File: config.mk
export PLATFORM = sky130hd
export DESIGN_NAME = control_sequencer
export DESIGN_NICKNAME = d
export VERILOG_FILES = /design/src/rtl/cpu_ctrl_pkg.sv /design/src/rtl/reg_select_decoder.sv /design/src/rtl/control_sequencer.sv
export SDC_FILE = /design/constraint.sdc
export NUM_CORES = 1
export LEC_CHECK = 0
export ABC_AREA = 0
export CAP_MARGIN = 20
export CORE_MARGIN = 2
export CORE_UTILIZATION = 34
export DETAILED_ROUTE_END_ITERATION = 10
export PLACE_DENSITY = 0.81
export SKIP_CTS_REPAIR_TIMING = 1
export SLEW_MARGIN = 20
export SYNTH_ARGS = -nofsm -noshare
export SYNTH_HDL_FRONTEND = slang
export SYNTH_SLANG_ARGS = --single-unit
File: constraint.sdc
create_clock -name clk -period 4.2 [get_ports clk]
set_input_delay 1.26 -clock clk [delete_from_list [all_inputs] [get_ports clk]]
set_output_delay 1.26 -clock clk [all_outputs]
set_load 0.005 [all_outputs]
File: src/rtl/cpu_ctrl_pkg.sv
// Shared control-unit definitions: opcodes, T-state encodings, IR field positions.
package cpu_ctrl_pkg;

  localparam int NREG = 16;
  localparam int OPW  = 5;
  localparam int RSW  = 4;

  // IR field positions
  localparam int OP_MSB = 31;
  localparam int OP_LSB = 27;
  localparam int RA_MSB = 26;
  localparam int RA_LSB = 23;
  localparam int RB_MSB = 22;
  localparam int RB_LSB = 19;
  localparam int RC_MSB = 18;
  localparam int RC_LSB = 15;

  // Opcodes
  localparam logic [OPW-1:0] OP_ADD  = 5'b00011;
  localparam logic [OPW-1:0] OP_SUB  = 5'b00100;
  localparam logic [OPW-1:0] OP_AND  = 5'b00101;
  localparam logic [OPW-1:0] OP_OR   = 5'b00110;
  localparam logic [OPW-1:0] OP_SHR  = 5'b00111;
  localparam logic [OPW-1:0] OP_SHL  = 5'b01000;
  localparam logic [OPW-1:0] OP_ROR  = 5'b01001;
  localparam logic [OPW-1:0] OP_ROL  = 5'b01010;
  localparam logic [OPW-1:0] OP_MUL  = 5'b01111;
  localparam logic [OPW-1:0] OP_DIV  = 5'b10000;
  localparam logic [OPW-1:0] OP_NEG  = 5'b10001;
  localparam logic [OPW-1:0] OP_NOT  = 5'b10010;
  localparam logic [OPW-1:0] OP_NOP  = 5'b11010;
  localparam logic [OPW-1:0] OP_HALT = 5'b11011;

  typedef enum logic [3:0] {
    S_IDLE   = 4'b0000,
    S_T0     = 4'b0001,
    S_T1     = 4'b0010,
    S_T2     = 4'b0011,
    S_T3     = 4'b0100,
    S_T4     = 4'b0101,
    S_T5     = 4'b0110,
    S_T6     = 4'b0111,
    S_HALTED = 4'b1000
  } state_t;

  typedef enum logic [2:0] {
    C_ALU3, C_UNARY, C_MULDIV, C_NOP, C_HALT, C_ILLEGAL
  } iclass_t;

  // Map an opcode onto the execute-sequence shape it uses
  function automatic iclass_t classify(input logic [OPW-1:0] op);
    case (op)
      OP_ADD, OP_SUB, OP_AND, OP_OR,
      OP_SHR, OP_SHL, OP_ROR, OP_ROL: classify = C_ALU3;
      OP_NEG, OP_NOT:                 classify = C_UNARY;
      OP_MUL, OP_DIV:                 classify = C_MULDIV;
      OP_NOP:                         classify = C_NOP;
      OP_HALT:                        classify = C_HALT;
      default:                        classify = C_ILLEGAL;
    endcase
  endfunction

endpackage

File: src/rtl/reg_select_decoder.sv
// 4-to-16 one-hot register select with enable; all-zero when disabled.
module reg_select_decoder #(
  parameter int NREG = 16,
  parameter int SELW = 4
) (
  input  logic            en_i,
  input  logic [SELW-1:0] sel_i,
  output logic [NREG-1:0] onehot_o
);

  for (genvar gi = 0; gi < NREG; gi++) begin : g_bit
    assign onehot_o[gi] = en_i && (sel_i == SELW'(gi));
  end

endmodule

File: src/rtl/control_sequencer.sv
// Hardwired T-state control unit: fetch in T0-T2, decode/execute the ALU subset in T3-T6.
// All strobes are a combinational decode of the current state and IR fields.
module control_sequencer
  import cpu_ctrl_pkg::*;
#(
  parameter int NREG = cpu_ctrl_pkg::NREG,
  parameter int OPW  = cpu_ctrl_pkg::OPW
) (
  input  logic            clk,
  input  logic            clr,
  input  logic            run,
  input  logic [31:0]     IR,
  output logic [NREG-1:0] Rin,
  output logic [NREG-1:0] Rout,
  output logic            PCout,
  output logic            PCin,
  output logic            IncPC,
  output logic            MARin,
  output logic            IRin,
  output logic            MDRin,
  output logic            MDRout,
  output logic            Read,
  output logic            Yin,
  output logic            Yout,
  output logic            Zin,
  output logic            ZLOin,
  output logic            ZHIin,
  output logic            ZLOout,
  output logic            ZHIout,
  output logic            ZLowSelect,
  output logic            ZHighSelect,
  output logic            HIin,
  output logic            Loin,
  output logic [OPW-1:0]  ALUSelection,
  output logic            halted,
  output logic            illegal_op,
  output logic            instr_done,
  output logic [3:0]      state_out
);

  state_t          state_q, state_d;
  iclass_t         icls;
  logic [OPW-1:0]  op;
  logic [RSW-1:0]  ra, rb, rc;
  logic            rin_en, rout_en;
  logic [RSW-1:0]  rin_sel, rout_sel;
  logic            unused_ir;

  assign op        = IR[OP_MSB:OP_LSB];
  assign ra        = IR[RA_MSB:RA_LSB];
  assign rb        = IR[RB_MSB:RB_LSB];
  assign rc        = IR[RC_MSB:RC_LSB];
  assign unused_ir = ^IR[RC_LSB-1:0];
  assign icls      = classify(op);
  assign state_out = state_q;

  // State register; clr overrides every transition, including HALTED
  always_ff @(posedge clk) begin
    if (clr) state_q <= S_IDLE;
    else     state_q <= state_d;
  end

  // Next-state and strobe decode; a finishing instruction re-samples run
  always_comb begin
    state_d      = state_q;
    rin_en       = 1'b0;
    rin_sel      = ra;
    rout_en      = 1'b0;
    rout_sel     = rb;
    PCout        = 1'b0;
    PCin         = 1'b0;
    IncPC        = 1'b0;
    MARin        = 1'b0;
    IRin         = 1'b0;
    MDRin        = 1'b0;
    MDRout       = 1'b0;
    Read         = 1'b0;
    Yin          = 1'b0;
    Yout         = 1'b0;
    Zin          = 1'b0;
    ZLOin        = 1'b0;
    ZHIin        = 1'b0;
    ZLOout       = 1'b0;
    ZHIout       = 1'b0;
    ZLowSelect   = 1'b0;
    ZHighSelect  = 1'b0;
    HIin         = 1'b0;
    Loin         = 1'b0;
    ALUSelection = '0;
    halted       = 1'b0;
    illegal_op   = 1'b0;
    instr_done   = 1'b0;

    case (state_q)
      S_IDLE: if (run) state_d = S_T0;
      S_T0: begin
        PCout = 1'b1; MARin = 1'b1; IncPC = 1'b1; Zin = 1'b1; ZLOin = 1'b1;
        ALUSelection = OP_ADD;
        state_d = S_T1;
      end
      S_T1: begin
        ZLOout = 1'b1; ZLowSelect = 1'b1; PCin = 1'b1; Read = 1'b1; MDRin = 1'b1;
        state_d = S_T2;
      end
      S_T2: begin
        MDRout = 1'b1; IRin = 1'b1;
        state_d = S_T3;
      end
      S_T3: begin
        state_d = S_T4;
        case (icls)
          C_ALU3: begin
            rout_en = 1'b1; rout_sel = rb; Yin = 1'b1;
          end
          C_UNARY: begin
            rout_en = 1'b1; rout_sel = rb; Zin = 1'b1; ZLOin = 1'b1;
            ALUSelection = op;
          end
          C_MULDIV: begin
            rout_en = 1'b1; rout_sel = ra; Yin = 1'b1;
          end
          C_HALT: begin
            instr_done = 1'b1;
            state_d    = S_HALTED;
          end
          default: begin
            // NOP and undefined opcodes both retire here
            illegal_op = (icls == C_ILLEGAL);
            instr_done = 1'b1;
            state_d    = run ? S_T0 : S_IDLE;
          end
        endcase
      end
      S_T4: begin
        state_d = S_T5;
        case (icls)
          C_ALU3: begin
            rout_en = 1'b1; rout_sel = rc; Yout = 1'b1; Zin = 1'b1; ZLOin = 1'b1;
            ALUSelection = op;
          end
          C_UNARY: begin
            ZLOout = 1'b1; ZLowSelect = 1'b1; rin_en = 1'b1; rin_sel = ra;
            instr_done = 1'b1;
            state_d    = run ? S_T0 : S_IDLE;
          end
          C_MULDIV: begin
            rout_en = 1'b1; rout_sel = rb; Yout = 1'b1;
            Zin = 1'b1; ZLOin = 1'b1; ZHIin = 1'b1;
            ALUSelection = op;
          end
          default: state_d = S_IDLE;
        endcase
      end
      S_T5: begin
        case (icls)
          C_ALU3: begin
            ZLOout = 1'b1; ZLowSelect = 1'b1; rin_en = 1'b1; rin_sel = ra;
            instr_done = 1'b1;
            state_d    = run ? S_T0 : S_IDLE;
          end
          C_MULDIV: begin
            ZLOout = 1'b1; ZLowSelect = 1'b1; Loin = 1'b1;
            state_d = S_T6;
          end
          default: state_d = S_IDLE;
        endcase
      end
      S_T6: begin
        if (icls == C_MULDIV) begin
          ZHIout = 1'b1; ZHighSelect = 1'b1; HIin = 1'b1;
          instr_done = 1'b1;
          state_d    = run ? S_T0 : S_IDLE;
        end else begin
          state_d = S_IDLE;
        end
      end
      S_HALTED: halted = 1'b1;
      default:  state_d = S_IDLE;
    endcase
  end

  reg_select_decoder #(.NREG(NREG), .SELW(RSW)) u_rin_dec (
    .en_i     (rin_en),
    .sel_i    (rin_sel),
    .onehot_o (Rin)
  );

  reg_select_decoder #(.NREG(NREG), .SELW(RSW)) u_rout_dec (
    .en_i     (rout_en),
    .sel_i    (rout_sel),
    .onehot_o (Rout)
  );

endmodule
==> Yosys cells after proc, flatten, opt, wreduce, memory -nomap -nowiden <==
Memory sizes are Yosys's and may differ from the RTL's.
Cells that the tools add are included.
{ "op_classes": {"n_eq_ne": 43, "n_mux": 35, "bitwise": 1, "n_reduce_logical": 40} }
{ "ops": {"columns": ["operator", "n"], "rows": [
  ["4-bit == test (second input constant)", 17],
  ["4-bit by 3-bit == test with 1-bit output (second input constant)", 12],
  ["4-bit case mux with 9 select lines", 1],
  ["1-bit logical AND", 32],
  ["4-bit by 2-bit == test with 1-bit output (second input constant)", 6],
  ["1-bit 2-to-1 mux", 19],
  ["4-bit case mux with 2 select lines", 2],
  ["5-bit case mux with 3 select lines", 1],
  ["4-bit by 1-bit == test with 1-bit output (second input constant)", 3],
  ["4-bit zero test", 3],
  ["4-bit 2-to-1 mux", 3],
  ["3-bit case mux with 2 select lines", 2],
  ["5-bit 2-to-1 mux", 2],
  ["3-bit == test (second input constant)", 2],
  ["1-bit case mux with 3 select lines", 2],
  ["1-bit case mux with 2 select lines", 2],
  ["1-bit case mux with 4 select lines", 1],
  ["4-bit OR reduction", 1],
  ["3-bit by 1-bit == test with 1-bit output (second input constant)", 1],
  ["3-bit by 2-bit == test with 1-bit output (second input constant)", 1],
  ["3-bit zero test", 1],
  ["3-bit OR reduction", 1],
  ["2-bit != test (second input constant)", 1],
  ["2-bit AND reduction", 1],
  ["2 further kinds", 2]
]} }
{ "word_totals": {"reg_bits": 4, "rom_bits": 96, "input_bits": 35, "out_inout_bits": 63, "wordCells": 121, "mem_count": 1} }
{ "mem_list": {"columns": ["name", "depth", "word_bits", "rd", "rd_clocked_by_memory_dff", "wr", "line", "source"], "rows": [
  ["(name not given)", 32, 3, 1, 0, 0, "cpu_ctrl_pkg.sv:52", "case (op)"]
]} }

==> Longest topological paths before layout <==
An unclocked memory read counts as a cell.
{ "logic_depth": {"word_depth": 6, "mapped_depth": 8, "mapped_depth_nobuf": 6} }

==> By module <==
From an unflattened synthesis, not the netlist that was laid out.
{ "unflattened": {"cells_unflattened": 187, "hier_area_um2": 1169.9} }
{ "by_module_without_submodules": {"columns": ["mod", "n_inst", "cells_each", "area_per_inst_um2", "seq_area_each_um2"], "rows": [
  ["control_sequencer", 1, 141, 934.6, 80.1],
  ["reg_select_decoder", 2, 23, 117.6, 0.0]
]} }

==> Worst setup path before layout <==
Ideal clock, no wire load.
{ "synth_path": {"kind": "input port to output port", "from": "input port IR[27]", "to": "output port Rout[10]", "arrival_ns": 2.815, "t_required_ns": 2.940, "setup_slack_ns": 0.125, "stages": 7, "path_buffers": 1, "cell_sequence": "buf_2 -> nand4_1 -> o2bb2ai_2 -> mux2i_1 -> o311ai_4 -> nor3_4 -> nor2b_1"} }
{ "synth_between": {"elab_chain_len": 6, "word_cells_on_any_way": 14, "cone_classes": "eq/ne: 3; mux: 6; reduce/logical: 4; memory: 1"} }
{ "synth_rtl": {"columns": ["element", "line", "source"], "rows": [
  ["from (decl)", "control_sequencer.sv:12", "input logic [31:0] IR,"],
  ["memory 32 x 3 bit *", null, null],
  ["3-bit by 2-bit == test with 1-bit output (tied with other cells)", "control_sequencer.sv:111, control_sequencer.sv:136", null],
  ["4-bit 2-to-1 mux (tied with other cells)", "control_sequencer.sv:111", "case (icls)"],
  ["4-bit case mux with 2 select lines (tied with other cells)", "control_sequencer.sv:94", "case (state_q)"],
  ["4-bit == test or 1-bit case mux with 2 select lines (tied branches)", "reg_select_decoder.sv:12, control_sequencer.sv:94", null],
  ["1-bit logical AND *", "reg_select_decoder.sv:12", "assign onehot_o[gi] = en_i && (sel_i == SELW'(gi));"],
  ["to (decl)", "control_sequencer.sv:14", "output logic [NREG-1:0] Rout,"]
]} }
Mark *: on every way between the ends. The rest lies on a longest branch, timed or not.

==> Final worst setup path <==
{ "layout_path": {"from": "input port IR[31]", "to": "output port Rout[11]"} }
The elaborated chain is that of the path after synthesis.

==> summary by stage <==
Floorplanning
The initial utilization of the core area, before any placement, comes to 36.2%. The floorplan step set the die height to between 60 and 70 um. The horizontal die dimension is 64.3 um. 98 I/O pins were placed. Row generation in the floorplan step produced 21 rows. The die outline area is between 4000 and 5000 um^2.

The core region is 3420 um^2.

Yosys
By area, the combinational part of the netlist is dominated by simple AND/OR/NAND/NOR gates. The net count of the mapped netlist is about 220. The cell area that synthesis handed to floorplanning was between 1000 and 1500 um^2.

Summing the areas of all compound-gate instances in the mapped netlist gives 23.2% of the synthesized area. The sequential cell area fraction in the yosys report is 6.48%. The average size of a mapped cell is 6.76 um^2. The share of synthesized area spent on multiplexers is between 3 and 4%.

In the synthesized netlist the dominant register cell turns out to be sky130_fd_sc_hd__dfxtp_1. The synthesized instance count is approximately 180. The synthesized design contains 0 enable-type register cells. Of the total synthesized cell area, the portion taken by XOR and XNOR cells is 1.42%. Counting flops with an async set or reset pin after synthesis yields a share of 0%. Yosys printed 0 warnings. Of the total synthesized cell area, the portion taken by AND, OR, NAND and NOR gates is 52.9%. The number of distinct standard cells referenced by the synthesized netlist is 52.

The adder-cell area share of the yosys netlist is 0%. Counting flops and latches in the post-synthesis netlist gives 4.

Drt
The total via count in the routed design is 1,959. Using the TritonRoute via totals, the vias-per-cell ratio works out to 5.43. The remaining design rule violation count is 0. The first detailed-routing pass took 5 iterations. In the final routed layout, each cell accounts on average for 17.1 um. The final layout contains routed wiring with a total length of 6.17 mm. The violation count after the first detailed-routing iteration is 114.

Once detail routing completed, the nets flagged for antenna violations numbered 0.

Timing
In the finished design, the share of the clock period the worst path needs comes to 104%. The maximum frequency from static timing analysis is 228 MHz. The number of pins with negative max-slew slack in the final report is 0. The final hold violation count is 0. Setup repair after global routing could not meet its margin everywhere. At the pin with the least slew margin, the transition time is 0.563 ns.

The worst setup margin is -0.186 ns. The clock skew is roughly 0.0076 ns. The setup violation total in the final timing report is 20. The worst slew margin relative to its limit is 62.2%. The smallest clock period supported by the final layout is computed as roughly 4.4 ns.

Worst setup path
In this run the worst path has a maximum fanout of 6. The kind of end point of the critical path is an output pin. STA puts the critical path data arrival time at 3.13 ns.

The worst setup path is of the in2out kind. The critical path launch point type is an input port. In this design, the stage delay of the slowest critical-path cell is 0.25 ns. The endpoint identified for the worst register-to-register timing path is state_out[1]. The timing endpoint of the critical path is Rout[11]. In this run the number of cells on the critical path is 12.

The family with the most delay on the worst path is buffers and inverters. The signal on the critical path passes through buf_8, nor3b_4, buf_4, o2bb2ai_4, buf_6, a31o_4, a211oi_4, buf_4, nand2_2, buf_4, and2b_1, clkbuf_2. The cell that appears most often on the critical path is sky130_fd_sc_hd__buf_4. The worst-path cell with the longest stage delay is sky130_fd_sc_hd__a211oi_4.

The worst setup path startpoint is IR[31]. The worst reg2reg path startpoint is state_out[1]. The combined buffer and inverter count along the critical path is 6. The required time at the worst-slack endpoint is 2.94 ns. The number of cells on the worst reg-to-reg path is 7. Setup slack on the worst reg-to-reg path comes out at 2.21 ns.

Pwr
In this run the power density over the cells is 102 nW/um^2. For this design the static power due to leakage is roughly 1.6 nW. Of the total power, registers draw 15.8%. Of the total power, the share spent switching nets is 38.4%.

The internal portion of total power is 0.176 mW. The share of total power dissipated in the clock network is 17.7%. The maximum ir drop on the vdd rail is 0.0000664 V. The net switching power figure is approximately 0.11 mW. The part of the power in combinational logic is about two thirds.

Clock tree
Counting the buffers created by CTS gives 3. The maximum clock path buffer count is 2. The clock net in this run drives a total of 4 sinks. TritonCTS built the clock tree. After clock tree synthesis, the clock-pin slew on the worst setup and hold paths is roughly 0.040 ns. Clock latency on the worst-skew pair, taken at its later pin, is 0.24 ns.

CTS placed an instance of sky130_fd_sc_hd__clkbuf_4 at the clock tree root. CTS built an H-tree with a depth of 1.

GRT
The initial antenna violation count came to 0. Entering global routing, the biggest net connects 12 pins. The first-pass GRT wire length is approximately 6.7 mm.

For this run the aggregate overflow at the end of global routing stands at 0. The number of global-route vias before repair was 1,559. The aggregate global-route resource usage is 19.6%.

Status
The run finished, with violations left. The final reports fail on setup timing.

Final layout
Cells with a size suffix above 1 make up 47.0% of the layout. The layout has 211 filler cells. The synthesis-to-finish area growth is 126%. Registers take 80.1 um^2. The final non-filler cell total is 361.

After the last flow step, the layout net total stands at 352. Cells fill 81.7% of the core in the end. The repair_antennas step left the layout with diodes totalling 0.

The area of the multi-input gates is 1240 um^2. The number of flip-flops in the largest register is 4.

Placement
The placer's final routability congestion estimate is around 0.86. The count of buffers added on input and output ports is 82. In this run, placement finished with an instance count of 330.

Once detailed placement completed, the half-perimeter wirelength came to 3.46 mm.

Job
Max-cap violations in this run came to 0.

Worst hold path
The worst min-delay path class is reg2reg.
[Yosys cell counts (all sizes together), types with 2 or more instances]
master	number	area, um^2
a311oi	2	17.5
o21ai	6	30.0
inv	2	7.51
buf	19	143
a31o	2	17.5
a21oi	7	35.0
nor3	15	96.4
nor2	46	173
mux2i	4	40.0
dfxtp	4	80.1
a211oi	3	22.5
nand3b	4	42.5
clkbuf	2	7.51
or3	4	25.0
nor3b	3	43.8
and2	3	18.8
nor2b	8	50.1
nand3	4	25.0
nand2b	7	43.8
nand2	14	52.6
[worst min path at each step]
stage / from / end / slack (ns) / depth (start not counted)
global route: state_out[2] / state_out[0] / 0.74 / 3
global placement: state_out[2] / state_out[0] / 0.66 / 3
floorplan: state_out[2] / state_out[0] / 0.66 / 4
detailed placement: state_out[2] / state_out[0] / 0.68 / 3
CTS: state_out[2] / state_out[0] / 0.69 / 3
finish: state_out[2] / state_out[0] / 0.72 / 3
[per-stage QoR]
stage / setup TNS, ns / power [mW] / setup WS, ns / area [um^2] / hold WS, ns
2_1_floorplan: 0 / 0.115 / 0.125 / 1240 / 0.662
3_3_place_gp: -32.85 / 0.185 / -0.851 / 2260 / 0.661
3_5_place_dp: -33.89 / 0.188 / -0.920 / 2260 / 0.683
4_1_cts: -34.23 / 0.238 / -0.921 / 2290 / 0.691
5_1_grt: -3.19 / 0.299 / -0.233 / 2790 / 0.741
6_report: -1.49 / 0.285 / -0.186 / 2790 / 0.716
[final cells by class]
type | count | share of cell area (%)
Timing Repair Buffer | 150 | 49.6
Tap cell | 46 | 2.06
Multi-Input combinational cell | 156 | 44.4
Inverter | 2 | 0.269
Sequential cell | 4 | 2.87
Clock buffer | 3 | 0.807
[logic make-up (layout without fill, tap and decap cells)]
group	count (synthesis)	after routing
DFF	4	4
muxes	4	4
xor gates and xnor gates	2	2
AOI/OAI and AO/OA	34	34
and+or+nand+nor	116	116
buffers and inverters	23	155
[per-layer routing]
metal	track usage (%)	wire, um
met4	4.52	182
met3	2.99	479
met2	36.6	3230
met5	0	0
met1	23.3	2270
[power by group through the flow]
stage,clock network [mW],registers [mW],logic (mW)
floorplan,0,0.0424,0.0728
global placement,0,0.0451,0.140
detailed placement,0,0.0451,0.143
CTS,0.0501,0.0445,0.143
global route,0.0532,0.0454,0.200
finish,0.0505,0.0451,0.190
[worst register-to-register path: cells and delay by family (launching register included)]
family                 cells  cell delay, ns
DFF                        1            0.56
buffers and inverters      2            0.28
and+or+nand+nor            3            0.82
AOI/OAI and AO/OA          2            0.18
[cells in the final DEF, fill, tap and decap left out, types with 2 or more instances in the layout]
master                            count
sky130_fd_sc_hd__nor3_2               6
sky130_fd_sc_hd__nand3_4              2
sky130_fd_sc_hd__inv_1                2
sky130_fd_sc_hd__nor2_2              13
sky130_fd_sc_hd__nand2b_1             6
sky130_fd_sc_hd__nand2_1             13
sky130_fd_sc_hd__mux2i_4              2
sky130_fd_sc_hd__buf_8                3
sky130_fd_sc_hd__and2_4               2
sky130_fd_sc_hd__o21ai_1              2
sky130_fd_sc_hd__nor2_1              31
sky130_fd_sc_hd__nor2_4               2
sky130_fd_sc_hd__a21oi_1              6
sky130_fd_sc_hd__buf_6               15
sky130_fd_sc_hd__or3_1                3
sky130_fd_sc_hd__nor3b_4              2
sky130_fd_sc_hd__o21ai_0              4
sky130_fd_sc_hd__nand3b_1             3
sky130_fd_sc_hd__nor2b_1              6
sky130_fd_sc_hd__nor3_1               8
sky130_fd_sc_hd__buf_4               55
sky130_fd_sc_hd__clkdlybuf4s50_1     34
sky130_fd_sc_hd__buf_2               12
sky130_fd_sc_hd__clkbuf_4             3
sky130_fd_sc_hd__dlymetal6s2s_1      27
sky130_fd_sc_hd__clkbuf_2             4
sky130_fd_sc_hd__dfxtp_1              4
No activity file was read; power rests on OpenSTA's default activity.
